==> src/rtl/wb_arb2_rr_if.sv <==
// Wishbone classic bus bundle shared by the arbiter's master-facing and slave-facing ports.
// The "slave" modport is the arbiter's view of an upstream master; "master" drives the peripheral.
interface wb_arb2_rr_if #(
    parameter int WIDTH   = 8,
    parameter int ENABLES = WIDTH / 8
);
    logic               cyc;
    logic               stb;
    logic               we;
    logic [ENABLES-1:0] sel;
    logic [WIDTH-1:0]   dat_w;
    logic [WIDTH-1:0]   dat_r;
    logic               ack;
    logic               err;

    modport master (
        output cyc, stb, we, sel, dat_w,
        input  ack, err, dat_r
    );

    modport slave (
        input  cyc, stb, we, sel, dat_w,
        output ack, err, dat_r
    );
endinterface

==> src/rtl/wb_arb2_rr.sv <==
// Two-master, one-slave Wishbone classic arbiter; round-robin, grant held for the whole cyc tenure.
// Define WB_ARB_TIMEOUT_EN to abort strobes left unanswered for TIMEOUT cycles.
module wb_arb2_rr #(
    parameter int WIDTH   = 8,
    parameter int ENABLES = WIDTH / 8,
    parameter int TIMEOUT = 15
) (
    input  logic         wb_clk_i,
    input  logic         wb_rst_i,
    wb_arb2_rr_if.slave  ma,
    wb_arb2_rr_if.slave  mb,
    wb_arb2_rr_if.master wb,
    output logic [1:0]   gnt_o
);

    if (TIMEOUT < 1 || TIMEOUT > 255) begin : g_bad_timeout
        $error("wb_arb2_rr: TIMEOUT must be in 1..255");
    end

    typedef enum logic [1:0] {
        IDLE  = 2'd0,
        GNT_A = 2'd1,
        GNT_B = 2'd2
    } state_t;

    state_t state, state_next;
    logic   last, last_next;   // 1'b0 = A, 1'b1 = B
    logic   tmo;

    logic               cyc_m;
    logic               stb_m;
    logic               we_m;
    logic [ENABLES-1:0] sel_m;
    logic [WIDTH-1:0]   dat_m;

    always_ff @(posedge wb_clk_i or posedge wb_rst_i) begin
        if (wb_rst_i) begin
            state <= IDLE;
            last  <= 1'b1;
        end else begin
            state <= state_next;
            last  <= last_next;
        end
    end

    always_comb begin
        state_next = state;
        last_next  = last;
        unique case (state)
            IDLE: begin
                // On a tie the master that was not served last wins
                if (ma.cyc && (!mb.cyc || last))
                    state_next = GNT_A;
                else if (mb.cyc)
                    state_next = GNT_B;
            end
            GNT_A: begin
                if (tmo) begin
                    state_next = IDLE;
                    last_next  = 1'b0;
                end else if (!ma.cyc) begin
                    state_next = mb.cyc ? GNT_B : IDLE;
                    last_next  = 1'b0;
                end
            end
            GNT_B: begin
                if (tmo) begin
                    state_next = IDLE;
                    last_next  = 1'b1;
                end else if (!mb.cyc) begin
                    state_next = ma.cyc ? GNT_A : IDLE;
                    last_next  = 1'b1;
                end
            end
            default: state_next = IDLE;
        endcase
    end

    always_comb begin
        cyc_m = 1'b0;
        stb_m = 1'b0;
        we_m  = 1'b0;
        sel_m = '0;
        dat_m = '0;
        unique case (state)
            GNT_A: begin
                cyc_m = ma.cyc;
                stb_m = ma.stb;
                we_m  = ma.we;
                sel_m = ma.sel;
                dat_m = ma.dat_w;
            end
            GNT_B: begin
                cyc_m = mb.cyc;
                stb_m = mb.stb;
                we_m  = mb.we;
                sel_m = mb.sel;
                dat_m = mb.dat_w;
            end
            default: ;
        endcase
    end

`ifdef WB_ARB_TIMEOUT_EN
    localparam logic [7:0] TMO_CNT = 8'(TIMEOUT);
    logic [7:0] stall_cnt;

    // Counts raw (unforced) stall cycles; any grant change, including the abort itself, restarts it
    always_ff @(posedge wb_clk_i or posedge wb_rst_i) begin
        if (wb_rst_i)
            stall_cnt <= '0;
        else if (state_next != state || wb.ack)
            stall_cnt <= '0;
        else if (stb_m)
            stall_cnt <= stall_cnt + 8'd1;
    end

    assign tmo = (state != IDLE) && (stall_cnt == TMO_CNT);
`else
    assign tmo = 1'b0;
`endif

    // Abort cycle drops the bus so the slave sees the transfer withdrawn
    assign wb.cyc   = cyc_m & ~tmo;
    assign wb.stb   = stb_m & ~tmo;
    assign wb.we    = we_m;
    assign wb.sel   = sel_m;
    assign wb.dat_w = dat_m;

    assign ma.ack   = (state == GNT_A) & wb.ack & wb.stb;
    assign mb.ack   = (state == GNT_B) & wb.ack & wb.stb;
    assign ma.err   = (state == GNT_A) & tmo;
    assign mb.err   = (state == GNT_B) & tmo;
    assign ma.dat_r = wb.dat_r;
    assign mb.dat_r = wb.dat_r;

    assign gnt_o = {state == GNT_B, state == GNT_A};

endmodule

==> src/flat_wrapper.sv <==
// flat-port wrapper written by rule: the top's interface ports become plain ports
module wb_arb2_rr_flat 
#(
    parameter int WIDTH   = 8,
    parameter int ENABLES = WIDTH / 8,
    parameter int TIMEOUT = 15
)
  (wb_clk_i, wb_rst_i, gnt_o, ma_cyc, ma_stb, ma_we, ma_sel, ma_dat_w, ma_ack, ma_err, ma_dat_r, mb_cyc, mb_stb, mb_we, mb_sel, mb_dat_w, mb_ack, mb_err, mb_dat_r, wb_cyc, wb_stb, wb_we, wb_sel, wb_dat_w, wb_ack, wb_err, wb_dat_r);
  wb_arb2_rr_if #(.WIDTH(WIDTH), .ENABLES(ENABLES)) ma_i ();
  wb_arb2_rr_if #(.WIDTH(WIDTH), .ENABLES(ENABLES)) mb_i ();
  wb_arb2_rr_if #(.WIDTH(WIDTH), .ENABLES(ENABLES)) wb_i ();
  input  logic wb_clk_i;
  input  logic wb_rst_i;
  output logic [1:0] gnt_o;
  input wire logic [$bits(ma_i.cyc)-1:0] ma_cyc;
  input wire logic [$bits(ma_i.stb)-1:0] ma_stb;
  input wire logic [$bits(ma_i.we)-1:0] ma_we;
  input wire logic [$bits(ma_i.sel)-1:0] ma_sel;
  input wire logic [$bits(ma_i.dat_w)-1:0] ma_dat_w;
  output wire logic [$bits(ma_i.ack)-1:0] ma_ack;
  output wire logic [$bits(ma_i.err)-1:0] ma_err;
  output wire logic [$bits(ma_i.dat_r)-1:0] ma_dat_r;
  input wire logic [$bits(mb_i.cyc)-1:0] mb_cyc;
  input wire logic [$bits(mb_i.stb)-1:0] mb_stb;
  input wire logic [$bits(mb_i.we)-1:0] mb_we;
  input wire logic [$bits(mb_i.sel)-1:0] mb_sel;
  input wire logic [$bits(mb_i.dat_w)-1:0] mb_dat_w;
  output wire logic [$bits(mb_i.ack)-1:0] mb_ack;
  output wire logic [$bits(mb_i.err)-1:0] mb_err;
  output wire logic [$bits(mb_i.dat_r)-1:0] mb_dat_r;
  output wire logic [$bits(wb_i.cyc)-1:0] wb_cyc;
  output wire logic [$bits(wb_i.stb)-1:0] wb_stb;
  output wire logic [$bits(wb_i.we)-1:0] wb_we;
  output wire logic [$bits(wb_i.sel)-1:0] wb_sel;
  output wire logic [$bits(wb_i.dat_w)-1:0] wb_dat_w;
  input wire logic [$bits(wb_i.ack)-1:0] wb_ack;
  input wire logic [$bits(wb_i.err)-1:0] wb_err;
  input wire logic [$bits(wb_i.dat_r)-1:0] wb_dat_r;
  assign ma_i.cyc = ma_cyc;
  assign ma_i.stb = ma_stb;
  assign ma_i.we = ma_we;
  assign ma_i.sel = ma_sel;
  assign ma_i.dat_w = ma_dat_w;
  assign ma_ack = ma_i.ack;
  assign ma_err = ma_i.err;
  assign ma_dat_r = ma_i.dat_r;
  assign mb_i.cyc = mb_cyc;
  assign mb_i.stb = mb_stb;
  assign mb_i.we = mb_we;
  assign mb_i.sel = mb_sel;
  assign mb_i.dat_w = mb_dat_w;
  assign mb_ack = mb_i.ack;
  assign mb_err = mb_i.err;
  assign mb_dat_r = mb_i.dat_r;
  assign wb_cyc = wb_i.cyc;
  assign wb_stb = wb_i.stb;
  assign wb_we = wb_i.we;
  assign wb_sel = wb_i.sel;
  assign wb_dat_w = wb_i.dat_w;
  assign wb_i.ack = wb_ack;
  assign wb_i.err = wb_err;
  assign wb_i.dat_r = wb_dat_r;
  wb_arb2_rr #(.WIDTH(WIDTH), .ENABLES(ENABLES), .TIMEOUT(TIMEOUT)) u_core (.wb_clk_i(wb_clk_i), .wb_rst_i(wb_rst_i), .ma(ma_i), .mb(mb_i), .wb(wb_i), .gnt_o(gnt_o));
endmodule
==> config.mk <==
export PLATFORM = sky130hd
export DESIGN_NAME = wb_arb2_rr_flat
export DESIGN_NICKNAME = d
export VERILOG_FILES = /design/src/rtl/wb_arb2_rr_if.sv /design/src/rtl/wb_arb2_rr.sv /design/src/flat_wrapper.sv
export SDC_FILE = /design/constraint.sdc
export NUM_CORES = 1
export LEC_CHECK = 0
export ABC_AREA = 1
export ABC_CLOCK_PERIOD_IN_PS = 2550
export BUFFER_PORTS_ARGS = -buffer_cell sky130_fd_sc_hd__buf_2
export CAP_MARGIN = 20
export CORE_ASPECT_RATIO = 1.2
export CORE_UTILIZATION = 36
export CTS_CLUSTER_DIAMETER = 40
export CTS_CLUSTER_SIZE = 20
export DETAILED_ROUTE_END_ITERATION = 7
export HOLD_SLACK_MARGIN = 0.1
export PLACE_DENSITY = 0.91
export SKIP_LAST_GASP = 1
export SYNTH_ARGS = -nofsm -noshare
export SYNTH_HDL_FRONTEND = slang
export SYNTH_SLANG_ARGS = --single-unit
==> constraint.sdc <==
create_clock -name wb_clk_i -period 2.55 [get_ports wb_clk_i]
set_input_delay 0.3825 -clock wb_clk_i [delete_from_list [all_inputs] [get_ports wb_clk_i]]
set_output_delay 0.3825 -clock wb_clk_i [all_outputs]
set_load 0.005 [all_outputs]
Word-level counts from Yosys, hierarchy flattened --
Index checks and enable logic that the tools add are counted.
Cells by class: equality and inequality tests 5, mux-type cells 15, bitwise logic cells 4, reduce and logical (&&, ||, !) cells 7
Operators by type and width (count):
- 8-bit one-hot mux with 2 select lines | 1
- 2-bit 2-to-1 mux | 5
- 1-bit one-hot mux with 2 select lines | 5
- 2-bit one-hot mux with 3 select lines | 1
- 3-bit AND reduction | 2
- 1-bit bitwise AND | 4
- 2-bit inequality test, second input constant | 2
- 1-bit 2-to-1 mux | 3
- 3-bit by 2-bit inequality test with 1-bit output, second input constant | 1
- 2-bit by 1-bit equality test with 1-bit output, second input constant | 1
- 2-bit equality test, second input constant | 1
- 2-bit zero test | 1
- 2-bit nonzero test | 1
- 1-bit logical AND | 1
- 1-bit zero test | 1
- 1-bit logical OR | 1
Word-level totals: register bits 3, word-level logic and storage cells 33

Logic depth before layout (Yosys ltp) --
word-level depth 5, depth in mapped cells 8

Worst setup path after synthesis --
No wires, ideal clock.
path kind flip-flop to output port, start reg u_core.state[1], end out ma_ack, data arrival time 1.126 ns, required time 2.168 ns, setup slack 1.042 ns, stages on the path, launching flop included 7, cells stage by stage dfrtp_1 > inv_1 > ha_1 > inv_1 > o22ai_1 > nand2_1 > nor2_1
Between the ends: longest elaborated chain between the ends 3
Ends and longest elaborated chain:
- from (decl) | RTL line wb_arb2_rr.sv:26 | state_t state, state_next;
- from (signal assigned) | RTL line wb_arb2_rr.sv:41 | state <= state_next;
- 2-bit by 1-bit equality test with 1-bit output *
- net gnt_o[0] | RTL line flat_wrapper.sv:14 | output logic [1:0] gnt_o;
- 1-bit one-hot mux with 2 select lines / 1-bit bitwise AND (equally long branches) | RTL line wb_arb2_rr.sv:85, wb_arb2_rr.sv:130
- 1-bit bitwise AND * | RTL line wb_arb2_rr.sv:130 | assign ma.ack = (state == GNT_A) & wb.ack & wb.stb;
- to (decl) | RTL line flat_wrapper.sv:20 | output wire logic [$bits(ma_i.ack)-1:0] ma_ack;
Mark *: on every way through the listed nets, which the timed path passes. The rest lies on a longest branch.

Final worst setup path --
start reg u_core.state[1], end out mb_ack
Between the ends: longest elaborated chain between the ends 3
Ends and longest elaborated chain:
- 2-bit equality test / 2-bit by 1-bit equality test with 1-bit output (equally long branches) | RTL line wb_arb2_rr.sv:85, wb_arb2_rr.sv:131
- 1-bit one-hot mux with 2 select lines / 1-bit bitwise AND (equally long branches) | RTL line wb_arb2_rr.sv:85, wb_arb2_rr.sv:131
- 1-bit bitwise AND * | RTL line wb_arb2_rr.sv:131 | assign mb.ack = (state == GNT_B) & wb.ack & wb.stb;
- to (decl) | RTL line flat_wrapper.sv:28 | output wire logic [$bits(mb_i.ack)-1:0] mb_ack;
Mark *: on every way between the ends. The rest lies on a longest branch, timed or not.

==> summary.md <==
| Metric | Value |
|---|---|
| Outcome | finished clean |
| CTS root buf | clkbuf_4 |
| Total gr overflow | 0 |
| Initial core utilization | 0.403 |
| Clock Tree Buf Depth | 2 |
| DR vias | 703 |
| Internal power | 0.295 mW |
| Postcts setup bufs | 0 |
| Post-CTS sizing | 0 |
| Drt via density | 4.69 |
| Final nets | 175 |
| DRT Pass-1 Iters | 4 |
| Internal reg-to-reg setup slack | 960 ps |
| Die width | 39.7 um |
| P per Cell Area | 824 nW/um^2 |
| Clock-pin transition on the worst setup and hold timing paths | 40 ps |
| Initial antenna violation count | 0 |
| Die extent in y | 47.2 um |
| Logic pwr share | 0.711 |
| # DRC | 0 |
| Top Ports | 70 |
| Final RePlAce weighted congestion | 0.771 |
| CTS sink cnt | 3 |
| Share of post-route cells with drive strength above 1 | 0.346 |
| Synth top area cells | buf_4 (24%), nand2_1 (24%), ha_1 (10%), inv_1 (9.2%), a21oi_1 (8.2%) |
| PnR worst setup slack | 326 ps |
| TNS Setup | 0 ps |
| Reg power frac | 0.152 |
| Post-route minimum period | 2220 ps |
| Sw Ratio | 0.505 |
| Final Setup Violations | 0 |
| Core area | 1520 sq um |
| Placed cell area | 688 sq um |
| Max_cap viols | 0 |
| Hold Path Class | flip-flop to flip-flop |
| Std cell rows | 15 |
| Synth top area share | 0.245 |
| CTS buffer count | 3 |
| Post-DP HPWL | 1.25 mm |
| Static Leak | 0.447 nW |
| Synthesized flop and latch total | 3 |
| Synth warn | 0 |
| Worst-Skew Late Latency | 230 ps |
| Sequential cell area fraction in the yosys report | 0.124 |
| Hold Vio Cnt, Final | 0 |
| Worst setup SP type | flip-flop |
| Post-route ant nets | 0 |
| Slew @ Worst Pin | 532 ps |
| Critical path peak fanout | 16 |
| Vias in the first global route | 607 |
| Pre-CTS WS | 567 ps |
| CP endpoint kind | primary output |
| Max Clock Freq | 450 MHz |
| Fin crit share | 0.872 |
| Worst hold slack | 503 ps |
| CTS tree | yes |
| Worst Clk Skew | 0.958 ps |
| Pin count of the biggest net entering global routing | 17 |
| Port Buffers | 42 |
| Fillers | 165 |
| RSZ-0062 raised after global routing | no |
| Dominant cell type by area after synthesis | buf_4 |
| Mapped Area | 613 sq um |
| ANT cells | 0 |
| H-tree levels | 1 |
| Die area | 1870 sq um |
| P_sw | 0.301 mW |
| Initial DRC count | 10 |
| Hold bufs inserted after CTS | 1 |
| CP arrival | 1840 ps |
| Final WL | 1.50 mm |
| Slew margin rel. | 0.646 |
| Syn avg cell area | 5.73 sq um |
| Crit Path Class | flip-flop to primary output |
| Data required, critical path | 2170 ps |
| First-pass GRT wire length | 1.98 mm |
| Synthesis-to-layout area growth | 18.2% |
| Drt wl/cell | 10.0 um |
| Final Slew Violations | 0 |
| Finished Cell Area | 724 sq um |
| Maximum VDD drop | 0.488 mV |
| GRT Resource Usage Total | 0.151 |
| Distinct cells, synth | 15 |
| Clock power share | 0.137 |
| Gate Count Post-Synth | 107 |
metrics by stage:
stage | util | power (mW) | std cells
after CTS | 0.477 | 0.614 | 150
final | 0.477 | 0.597 | 150
after global placement | 0.453 | 0.504 | 145
after floorplan | - | 0.416 | 108
after global routing | 0.477 | 0.670 | 150
after detailed placement | 0.453 | 0.524 | 145
synth_stat cells:
cell	instances
inv_1	15
conb_1	1
o21ai_0	3
dfstp_2	1
a21oi_1	10
nand2_1	39
o22ai_1	1
nor2_1	5
nand3_1	1
ha_1	5
buf_2	2
dfrtp_1	2
nor3_1	1
buf_4	20
nand3b_1	1
per-layer routing:
layer  global-route usage  up-vias  routed length [um]
li1                     -      356                   -
met1               0.0914      307                 506
met2                0.325       31                 828
met3               0.0142        9                 127
met4                0.166        0                  41
met5                    0        -                   0
sequential cells by signal (all words and copies together) (netlist names):
| register | count |
|---|---|
| u_core.state | 2 |
| u_core.last | 1 |
final timing paths:
check / from / endpoint / cells after the start
min: u_core.last / u_core.last / 2
max in group asynchronous: wb_rst_i / u_core.last / 3
max: u_core.state[1] / mb_ack / 7
min in group asynchronous: wb_rst_i / u_core.state[1] / 3
min reg2reg: u_core.last / u_core.last / 2
max reg2reg: u_core.state[1] / u_core.last / 8
logic make-up after synthesis:
group | after synthesis | synth area share
buf+inv | 37 | 0.353
flops | 3 | 0.125
compound gates | 14 | 0.116
simple gates | 47 | 0.298
fa+ha+maj | 5 | 0.102
other cells | 1 | 0.00612
cell usage in the layout (no fill, tap or decap), drive strengths merged:
cell type    count
inv             15
o21ai            3
nand3            1
ha               5
nor3             1
dfrtp            2
dfstp            1
clkbuf           4
dlygate4sd3      1
a21oi           10
nor2             5
buf             42
conb             2
nand2           39
nand3b           1
o22ai            1
critical path, cell delays in order (launching register included):
cell and delay [ps]:
dfrtp_1 420, inv_1 100, ha_1 490, inv_1 100, o22ai_1 190, nand2_1 100
nor2_1 100, buf_2 120
area by class of cell:
class                           instances  area (sq um)  area share
Clock buffer                            4          26.3      0.0363
Inverter                               15          56.3      0.0777
Multi-Input combinational cell         68           324       0.447
Sequential cell                         3          76.3       0.105
Tap cell                               17          21.3      0.0294
Timing Repair Buffer                   43           220       0.304
power by group through the flow:
| stage | registers, mW | logic [mW] | clock network [mW] |
|---|---|---|---|
| 3_3_place_gp | 0.0897 | 0.414 | 0 |
| 6_report | 0.0908 | 0.424 | 0.0817 |
| 3_5_place_dp | 0.0919 | 0.432 | 0 |
| 2_1_floorplan | 0.0870 | 0.329 | 0 |
| 4_1_cts | 0.0914 | 0.435 | 0.0873 |
| 5_1_grt | 0.0921 | 0.490 | 0.0877 |
No activity file was read; power rests on OpenSTA's default activity.
